--- config.mk ---
export PLATFORM = sky130hd
export DESIGN_NAME = put_data_flat
export DESIGN_NICKNAME = d
export VERILOG_FILES = /design/src/rtl/put_data_pkg.sv /design/src/rtl/put_data_if.sv /design/src/rtl/put_data_event_fifo.sv /design/src/rtl/put_data.sv /design/src/flat_wrapper.sv
export SDC_FILE = /design/constraint.sdc
export NUM_CORES = 1
export LEC_CHECK = 0
export ABC_AREA = 1
export CELL_PAD_IN_SITES_DETAIL_PLACEMENT = 0
export CELL_PAD_IN_SITES_GLOBAL_PLACEMENT = 2
export CORE_MARGIN = 2
export CORE_UTILIZATION = 44
export DETAILED_ROUTE_END_ITERATION = 16
export PLACE_DENSITY = 0.95
export SYNTH_ARGS = -nofsm -noshare
export SYNTH_HDL_FRONTEND = slang
export SYNTH_SLANG_ARGS = --single-unit
--- constraint.sdc ---
create_clock -name clk -period 6.2 [get_ports clk]
set_input_delay 0.62 -clock clk [delete_from_list [all_inputs] [get_ports clk]]
set_output_delay 0.62 -clock clk [all_outputs]
set_load 0.005 [all_outputs]
--- src/rtl/put_data_pkg.sv ---
// Shared constants for the put_data APB read-out FIFO: STATUS field positions
// and default geometry.
package put_data_pkg;

  localparam int DEFAULT_DEPTH = 8;
  localparam int DEFAULT_WIDTH = 32;

  localparam int COUNT_LSB = 0;
  localparam int COUNT_W   = 5;
  localparam int EMPTY_BIT = 8;
  localparam int FULL_BIT  = 9;
  localparam int OVF_BIT   = 10;
  localparam int UNF_BIT   = 11;

  function automatic int addr_bits(input int depth);
    return $clog2(depth);
  endfunction

endpackage

--- src/rtl/put_data_if.sv ---
// Bus bundle for put_data: APB read side, fabric push side and FIFO flags.
interface put_data_if #(
  parameter int WIDTH = 32
);

  logic             read_en0;
  logic             right_addr;
  logic             status_sel;
  logic             push;
  logic [WIDTH-1:0] push_data;
  logic [WIDTH-1:0] prdata;
  logic             pready;
  logic             full;
  logic             empty;

  modport master (
    output read_en0, right_addr, status_sel, push, push_data,
    input  prdata, pready, full, empty
  );

  modport slave (
    input  read_en0, right_addr, status_sel, push, push_data,
    output prdata, pready, full, empty
  );

endinterface

--- src/rtl/put_data_event_fifo.sv ---
// Circular word store with wrapping pointers and an explicit occupancy count.
// Storage is never cleared; reset only empties it logically.
module event_fifo
  import put_data_pkg::*;
#(
  parameter int DEPTH = DEFAULT_DEPTH,
  parameter int WIDTH = DEFAULT_WIDTH,
  localparam int AW = addr_bits(DEPTH),
  localparam int CW = AW + 1
) (
  input  logic             clk,
  input  logic             res,
  input  logic             wr_en,
  input  logic             rd_en,
  input  logic [WIDTH-1:0] wr_data,
  output logic [WIDTH-1:0] head,
  output logic [CW-1:0]    count,
  output logic             full,
  output logic             empty
);

  logic [WIDTH-1:0] mem [DEPTH];
  logic [AW-1:0]    wr_ptr;
  logic [AW-1:0]    rd_ptr;
  logic             do_wr;
  logic             do_rd;

  assign full  = (count == CW'(DEPTH));
  assign empty = (count == '0);
  assign do_rd = rd_en & ~empty;
  // A pop in the same cycle frees the slot, so a push while full is still legal.
  assign do_wr = wr_en & (~full | do_rd);
  assign head  = mem[rd_ptr];

  always_ff @(posedge clk) begin
    if (res) begin
      wr_ptr <= '0;
      rd_ptr <= '0;
      count  <= '0;
    end else begin
      if (do_wr) wr_ptr <= wr_ptr + AW'(1);
      if (do_rd) rd_ptr <= rd_ptr + AW'(1);
      case ({do_wr, do_rd})
        2'b10:   count <= count + CW'(1);
        2'b01:   count <= count - CW'(1);
        default: count <= count;
      endcase
    end
  end

  always_ff @(posedge clk) begin
    if (do_wr && !res) mem[wr_ptr] <= wr_data;
  end

endmodule

--- src/rtl/put_data.sv ---
// APB-readable event FIFO: DATA register pops the head, STATUS register reports
// count/flags and clears the sticky overflow/underflow bits on read.
module put_data
  import put_data_pkg::*;
#(
  parameter int DEPTH = DEFAULT_DEPTH,
  parameter int WIDTH = DEFAULT_WIDTH
) (
  input  logic       clk,
  input  logic       res,
  put_data_if.slave  bus
);

  localparam int CW = addr_bits(DEPTH) + 1;

  logic             rd;
  logic             data_rd;
  logic             stat_rd;
  logic             pop;
  logic             ovf_set;
  logic             unf_set;
  logic             overflow;
  logic             underflow;
  logic             full;
  logic             empty;
  logic [CW-1:0]    count;
  logic [WIDTH-1:0] head;
  logic [WIDTH-1:0] status_w;
  logic [WIDTH-1:0] prdata;

  assign rd      = bus.read_en0 & bus.right_addr;
  assign data_rd = rd & ~bus.status_sel;
  assign stat_rd = rd & bus.status_sel;
  assign pop     = data_rd & ~empty;
  assign ovf_set = bus.push & full & ~pop;
  assign unf_set = data_rd & empty;

  event_fifo #(
    .DEPTH (DEPTH),
    .WIDTH (WIDTH)
  ) u_fifo (
    .clk     (clk),
    .res     (res),
    .wr_en   (bus.push),
    .rd_en   (data_rd),
    .wr_data (bus.push_data),
    .head    (head),
    .count   (count),
    .full    (full),
    .empty   (empty)
  );

  // A new event in the same cycle as a STATUS read keeps its flag set.
  always_ff @(posedge clk) begin
    if (res) begin
      overflow  <= 1'b0;
      underflow <= 1'b0;
    end else begin
      overflow  <= ovf_set | (overflow & ~stat_rd);
      underflow <= unf_set | (underflow & ~stat_rd);
    end
  end

  always_comb begin
    status_w                   = '0;
    status_w[COUNT_LSB +: CW]  = count;
    status_w[EMPTY_BIT]        = empty;
    status_w[FULL_BIT]         = full;
    status_w[OVF_BIT]          = overflow;
    status_w[UNF_BIT]          = underflow;
  end

  always_comb begin
    prdata = '0;
    if (data_rd && !empty) prdata = head;
    else if (stat_rd)      prdata = status_w;
  end

  assign bus.prdata = prdata;
  assign bus.pready = 1'b1;
  assign bus.full   = full;
  assign bus.empty  = empty;

endmodule
--- src/flat_wrapper.sv ---
// flat-port wrapper written by rule: the top's interface ports become plain ports
module put_data_flat import put_data_pkg::*;
#(
  parameter int DEPTH = DEFAULT_DEPTH,
  parameter int WIDTH = DEFAULT_WIDTH
)
  (clk, res, bus_read_en0, bus_right_addr, bus_status_sel, bus_push, bus_push_data, bus_prdata, bus_pready, bus_full, bus_empty);
  put_data_if #(.WIDTH(WIDTH)) bus_i ();
  input  logic clk;
  input  logic res;
  input wire logic [$bits(bus_i.read_en0)-1:0] bus_read_en0;
  input wire logic [$bits(bus_i.right_addr)-1:0] bus_right_addr;
  input wire logic [$bits(bus_i.status_sel)-1:0] bus_status_sel;
  input wire logic [$bits(bus_i.push)-1:0] bus_push;
  input wire logic [$bits(bus_i.push_data)-1:0] bus_push_data;
  output wire logic [$bits(bus_i.prdata)-1:0] bus_prdata;
  output wire logic [$bits(bus_i.pready)-1:0] bus_pready;
  output wire logic [$bits(bus_i.full)-1:0] bus_full;
  output wire logic [$bits(bus_i.empty)-1:0] bus_empty;
  assign bus_i.read_en0 = bus_read_en0;
  assign bus_i.right_addr = bus_right_addr;
  assign bus_i.status_sel = bus_status_sel;
  assign bus_i.push = bus_push;
  assign bus_i.push_data = bus_push_data;
  assign bus_prdata = bus_i.prdata;
  assign bus_pready = bus_i.pready;
  assign bus_full = bus_i.full;
  assign bus_empty = bus_i.empty;
  put_data #(.DEPTH(DEPTH), .WIDTH(WIDTH)) u_core (.clk(clk), .res(res), .bus(bus_i));
endmodule
# After elaboration in Yosys (flattened, before gate mapping)
# Memory sizes are Yosys's and may differ from the RTL's. A register that Yosys moved wholly into a read port is not among the register bits.
# Index checks and enable logic that the tools add are counted.
[totals]
ff_bits = 12
mem_bits_rw = 256
memories = 1
input_bits = 38
[memory_table]
columns = ["name", "depth", "width", "rd", "rd_ports_with_merged_regs", "write_ports", "line", "rtl"]
rows = [
  ["u_core.u_fifo.mem", 8, 32, 1, 1, 1, "put_data_event_fifo.sv:22", "logic [WIDTH-1:0] mem [DEPTH];"],
]
[op_classes]
add_sub_neg = 4
muxes = 7
n_bitwise = 18
reduce_logical = 6
n_eq_ne = 3
[ops]
columns = ["op", "n"]
rows = [
  ["$mux W32", 1],
  ["$mux W12", 1],
  ["$and A1 B1 Y1", 10],
  ["$pmux W4 S2", 1],
  ["$add A3 B1 Y3 const B", 2],
  ["$mux W3", 2],
  ["$not A1 Y1", 5],
  ["$add A4 B1 Y4 const B", 1],
  ["$eq A4 B4 Y1 const B", 1],
  ["$logic_not A4 Y1", 1],
  ["$sub A4 B1 Y4 const B", 1],
  ["$or A1 B1 Y1", 3],
  ["$eq A2 B1 Y1 const B", 1],
  ["$eq A2 B2 Y1 const B", 1],
  ["$logic_and A1 B1 Y1", 2],
  ["$logic_not A1 Y1", 2],
  ["$mux W1", 2],
  ["$reduce_bool A2 Y1", 1],
]

# Logic depth before layout (Yosys ltp)
[depth]
word_depth = 8
ltp_mapped = 11

# By module
# A second synthesis with hierarchy kept.
[unflattened]
hier_cells = 840
hier_area_um2 = 11001.8
[by_module_without_submodules]
columns = ["module", "area_per_inst_um2", "cells_each", "seq_area_each_um2", "instances"]
rows = [
  ["event_fifo", 10556.4, 746, 7947.6, 1],
  ["put_data", 445.4, 94, 40.0, 1],
]

# Least setup slack after synthesis
# OpenSTA, ideal clock, no wires.
[synth_timing]
path_type = "input to register"
start = "in bus_read_en0"
end = "mem u_core.u_fifo.mem[1][0], enable pin"
required_ns = 5.779
arrival_ns = 2.579
setup_slack_ns = 3.200
setup_time_ns = 0.421
cell_stages = 6
cell_sequence = "nand2_2 -> nor2_8 -> nor2_4 -> nor2_4 -> nand3_1 -> nor2_1"
[synth_between]
elab_chain_cells = 8
[synth_rtl]
columns = ["element", "line", "rtl"]
rows = [
  ["start: declaration", "flat_wrapper.sv:11", "input wire logic [$bits(bus_i.read_en0)-1:0] bus_read_en0;"],
  ["$and A1 B1 Y1", "put_data.sv:31", "assign rd = bus.read_en0 & bus.right_addr;"],
  ["$and A1 B1 Y1", "put_data.sv:32", "assign data_rd = rd & ~bus.status_sel;"],
  ["$and A1 B1 Y1", "put_data_event_fifo.sv:30", "assign do_rd = rd_en & ~empty;"],
  ["$or A1 B1 Y1", "put_data_event_fifo.sv:32", "assign do_wr = wr_en & (~full | do_rd);"],
  ["$and A1 B1 Y1", "put_data_event_fifo.sv:32", ""],
  ["$logic_and A1 B1 Y1", "put_data_event_fifo.sv:52", "if (do_wr && !res) mem[wr_ptr] <= wr_data;"],
  ["$mux W1", "put_data_event_fifo.sv:52", ""],
  ["$mux W1 (implied by the code)", "put_data_event_fifo.sv:52", ""],
  ["end: declaration", "put_data_event_fifo.sv:22", ""],
]
# No other way between the ends.

==> metrics.txt <==
reg2reg start=u_core.u_fifo.count[0]; P per Cell Area=a little over 300 mW/mm2; Post-DRT Antenna Nets=0; Initial DRT Pass Iterations=5; Num CTS Buffers=28; largest stage delay on the critical path=approximately 710 ps; Finish-stage setup viols=0; critical path depth=7; Final #Nets=approximately 940; Flop pwr share=52.9%; DR vias=slightly below 7000; Slew Limit Fails=0; most common cell in the netlist=edfxtp_1; leakage power=just over 4 nW; warnings from Yosys=0; post-CTS setup buffer count=0; Slew Limit Headroom=between 30% and 40%; xor/xnor share of the synthesized area=less than 1%; Mapped Cells=840; Final Cycle Share=68.6%; Pint=3.04 mW; first-pass GRT wire length=37100 um; list of most frequent post-synthesis cells=edfxtp_1, nor2_1, o21ai_0, o21ai_1, o22ai_1; Min-Delay Path Class=flip-flop to flip-flop; maximum vdd drop=0.000135 V; post-synthesis register bit count=roughly 270; hold path depth=2; fmax=about 240 MHz; max-cap check violation count=0; worst-path maximum fanout=74; CTS tree=built; CORE AREA=0.0242 mm2; largest family of logic cells by synthesized area=compound AO/OA/AOI/OAI gates; CTS Buffer Depth=3; Crit Path Class=flip-flop to output pin; I/O pin total=between 70 and 80; die area=around 0.026 mm2; delay-heaviest family, CP=buffers and inverters; area leader, netlist=edfxtp_1; CP startpoint kind=flip-flop; FFs w/ async S/R, synth=0%; GRT Util Overall=a little under a fifth; crit end category=output pin; syn_nets=around 900; via/cell ratio=between 5 and 6; Seq/Total Area, Yosys=between 70% and 80%; WHS Endpoint=u_core.underflow; Worst-path clk slew=about 60 ps; Pwr Total=about 3.9 mW; WL final=23600 um; root buf cell=clkbuf_16; post-CTS sizing=0; Mean Syn Cell Area=~13 um2; CP cell instances=clkinv_2 > buf_4 > o21ai_0 > o221ai_1 > o211ai_1 > o21ai_1 > clkdlybuf4s50_1; Synth top area share=between 70% and 80%; Sw Ratio=22.0%; Distinct cells, synth=35; H-tree levels=1; Crit path buffers/inverters=3; crit path time final=~4300 ps; Wirelength per Cell=roughly 19 um; P_sw=approximately 850 uW; part of the power in the clock network=between 30% and 40%; largest net degree at the start of global routing=101; multiplexer share of the synthesized area=0%; gpl congestion=around 0.72; Post-Route Setup TNS=0 ps; CP arrival=3630 ps; Port Buf Inserts=slightly above 70; HPWL after detailed placement=about 12000 um; Mapped Area=around 0.011 mm2; number of global-route vias before repair=roughly 6700; RSZ-0062 raised after global routing=false; layout cell share with drive strength beyond 1=just under 9%; top post-synthesis cells by area=edfxtp_1, nor2_1, o21ai_0, dfxtp_1, o22ai_1; R2R depth=7; # DRC=0; ant diodes=0; Die Y=roughly 160 um; Worst EP required=5580 ps; FP Rows=57; clk_skew=around 11 ps; adder-cell share of the synthesized area=0.347%; RR Endpoint=u_core.u_fifo.mem[1][23]; Post-synth EDFFs=256; drt first-iter violations=roughly 560; initial core utilization=between 40% and 50%; flop2flop setup slack=between 3000 and 4000 ps; initial antenna violation count=1; clock sink total=between 200 and 300; latest clock arrival within the worst-skew pair=~540 ps; min-delay src=u_core.underflow; grt total ovfl=0; ys flop type=edfxtp_1; Hold Vio Cnt, Final=0; slowest CP cell=buf_4; Compound-Gate Fraction of Synth Area=around 13%; die width=between 150 and 200 um; cts hold-fix bufs=0; FILL cells=2044; Worst Tran Pin Value=1050 ps; status=completed; simple-gate share of the synthesized area=roughly 9.1%; synthesis-to-layout area growth=17.0%; combinational fraction of design power=under 10%
[final cells by class]
class                      instances  area [um2]  share of cell area, %
sequential                       271        7990                   63.2
multi-input combinational        488        2480                   19.6
timing repair buffer              84         808                   6.39
clock buffer                      37         756                   5.97
tap                              324         405                   3.20
inverter                          28         109                  0.860
clock inverter                    15         100                  0.791
[worst max-delay path by stage]
stage                              endpoint  slack [ps]
floorplan           u_core.u_fifo.mem[1][0]        3200
global placement             bus_prdata[31]        2550
detailed placement            bus_prdata[0]        2550
CTS                           bus_prdata[0]        1940
global route                  bus_prdata[0]        1700
finish                        bus_prdata[0]        1950
[state kept, by name, indices dropped and copies added (netlist names), named ones only]
name / cells
u_core.underflow: 1
u_core.u_fifo.wr_ptr: 3
u_core.u_fifo.count: 4
u_core.overflow: 1
u_core.u_fifo.mem: 256
u_core.u_fifo.rd_ptr: 3
[worst min-delay path, stage by stage (launching register included)]
cell and delay [ps]:
dfxtp_1 300, inv_1 60, a21oi_1 60
[metal layers]
layer	GRT usage (%)	share of wire [%]
met1	25.2	44
met2	30.7	48
met3	3.25	6.0
met4	3.90	1.5
met5	0	0.055
[through the flow]
| step | util, % | instances | hold slack (ps) | setup WS (ps) | instance area [um2] |
|---|---|---|---|---|---|
| 6_report | 52.2 | 1247 | 460 | 1950 | 12700 |
| 5_1_grt | 52.2 | 1247 | 497 | 1700 | 12700 |
| 4_1_cts | 52.2 | 1247 | 464 | 1940 | 12700 |
| 3_5_place_dp | 48.6 | 1195 | 455 | 2550 | 11800 |
| 3_3_place_gp | 48.6 | 1195 | 452 | 2550 | 11800 |
| 2_1_floorplan | - | 840 | 433 | 3200 | 10800 |
[layout by cell type (no fill, tap or decap), types with 13 or more instances in the layout]
master	synthesis	routed
edfxtp_1	256	256
nor2_1	189	181
o21ai_0	132	132
clkdlybuf4s50_1	0	71
o21ai_1	35	35
o22ai_1	30	30
clkbuf_16	0	29
a31oi_1	24	24
inv_1	22	22
nand2_1	20	20
dfxtp_1	15	13
buf_4	4	13
[cell families (layout without fill, tap and decap cells)]
family | after synthesis | in the layout
buffers and inverters | 81 | 164
adders and majority gates | 3 | 3
xor gates and xnor gates | 2 | 2
DFF | 271 | 271
and+or+nand+nor | 234 | 234
other | 1 | 1
AOI/OAI and AO/OA | 248 | 248
[power by group through the flow]
stage          clock [mW]  combinational [mW]  sequential, mW
3_5_place_dp            0               0.287            2.10
5_1_grt              1.65               0.319            2.06
4_1_cts              1.57               0.288            2.06
6_report             1.55               0.285            2.06
3_3_place_gp            0               0.284            2.10
2_1_floorplan           0               0.173            2.09
Note: power is estimated with default switching activity, not from simulation.
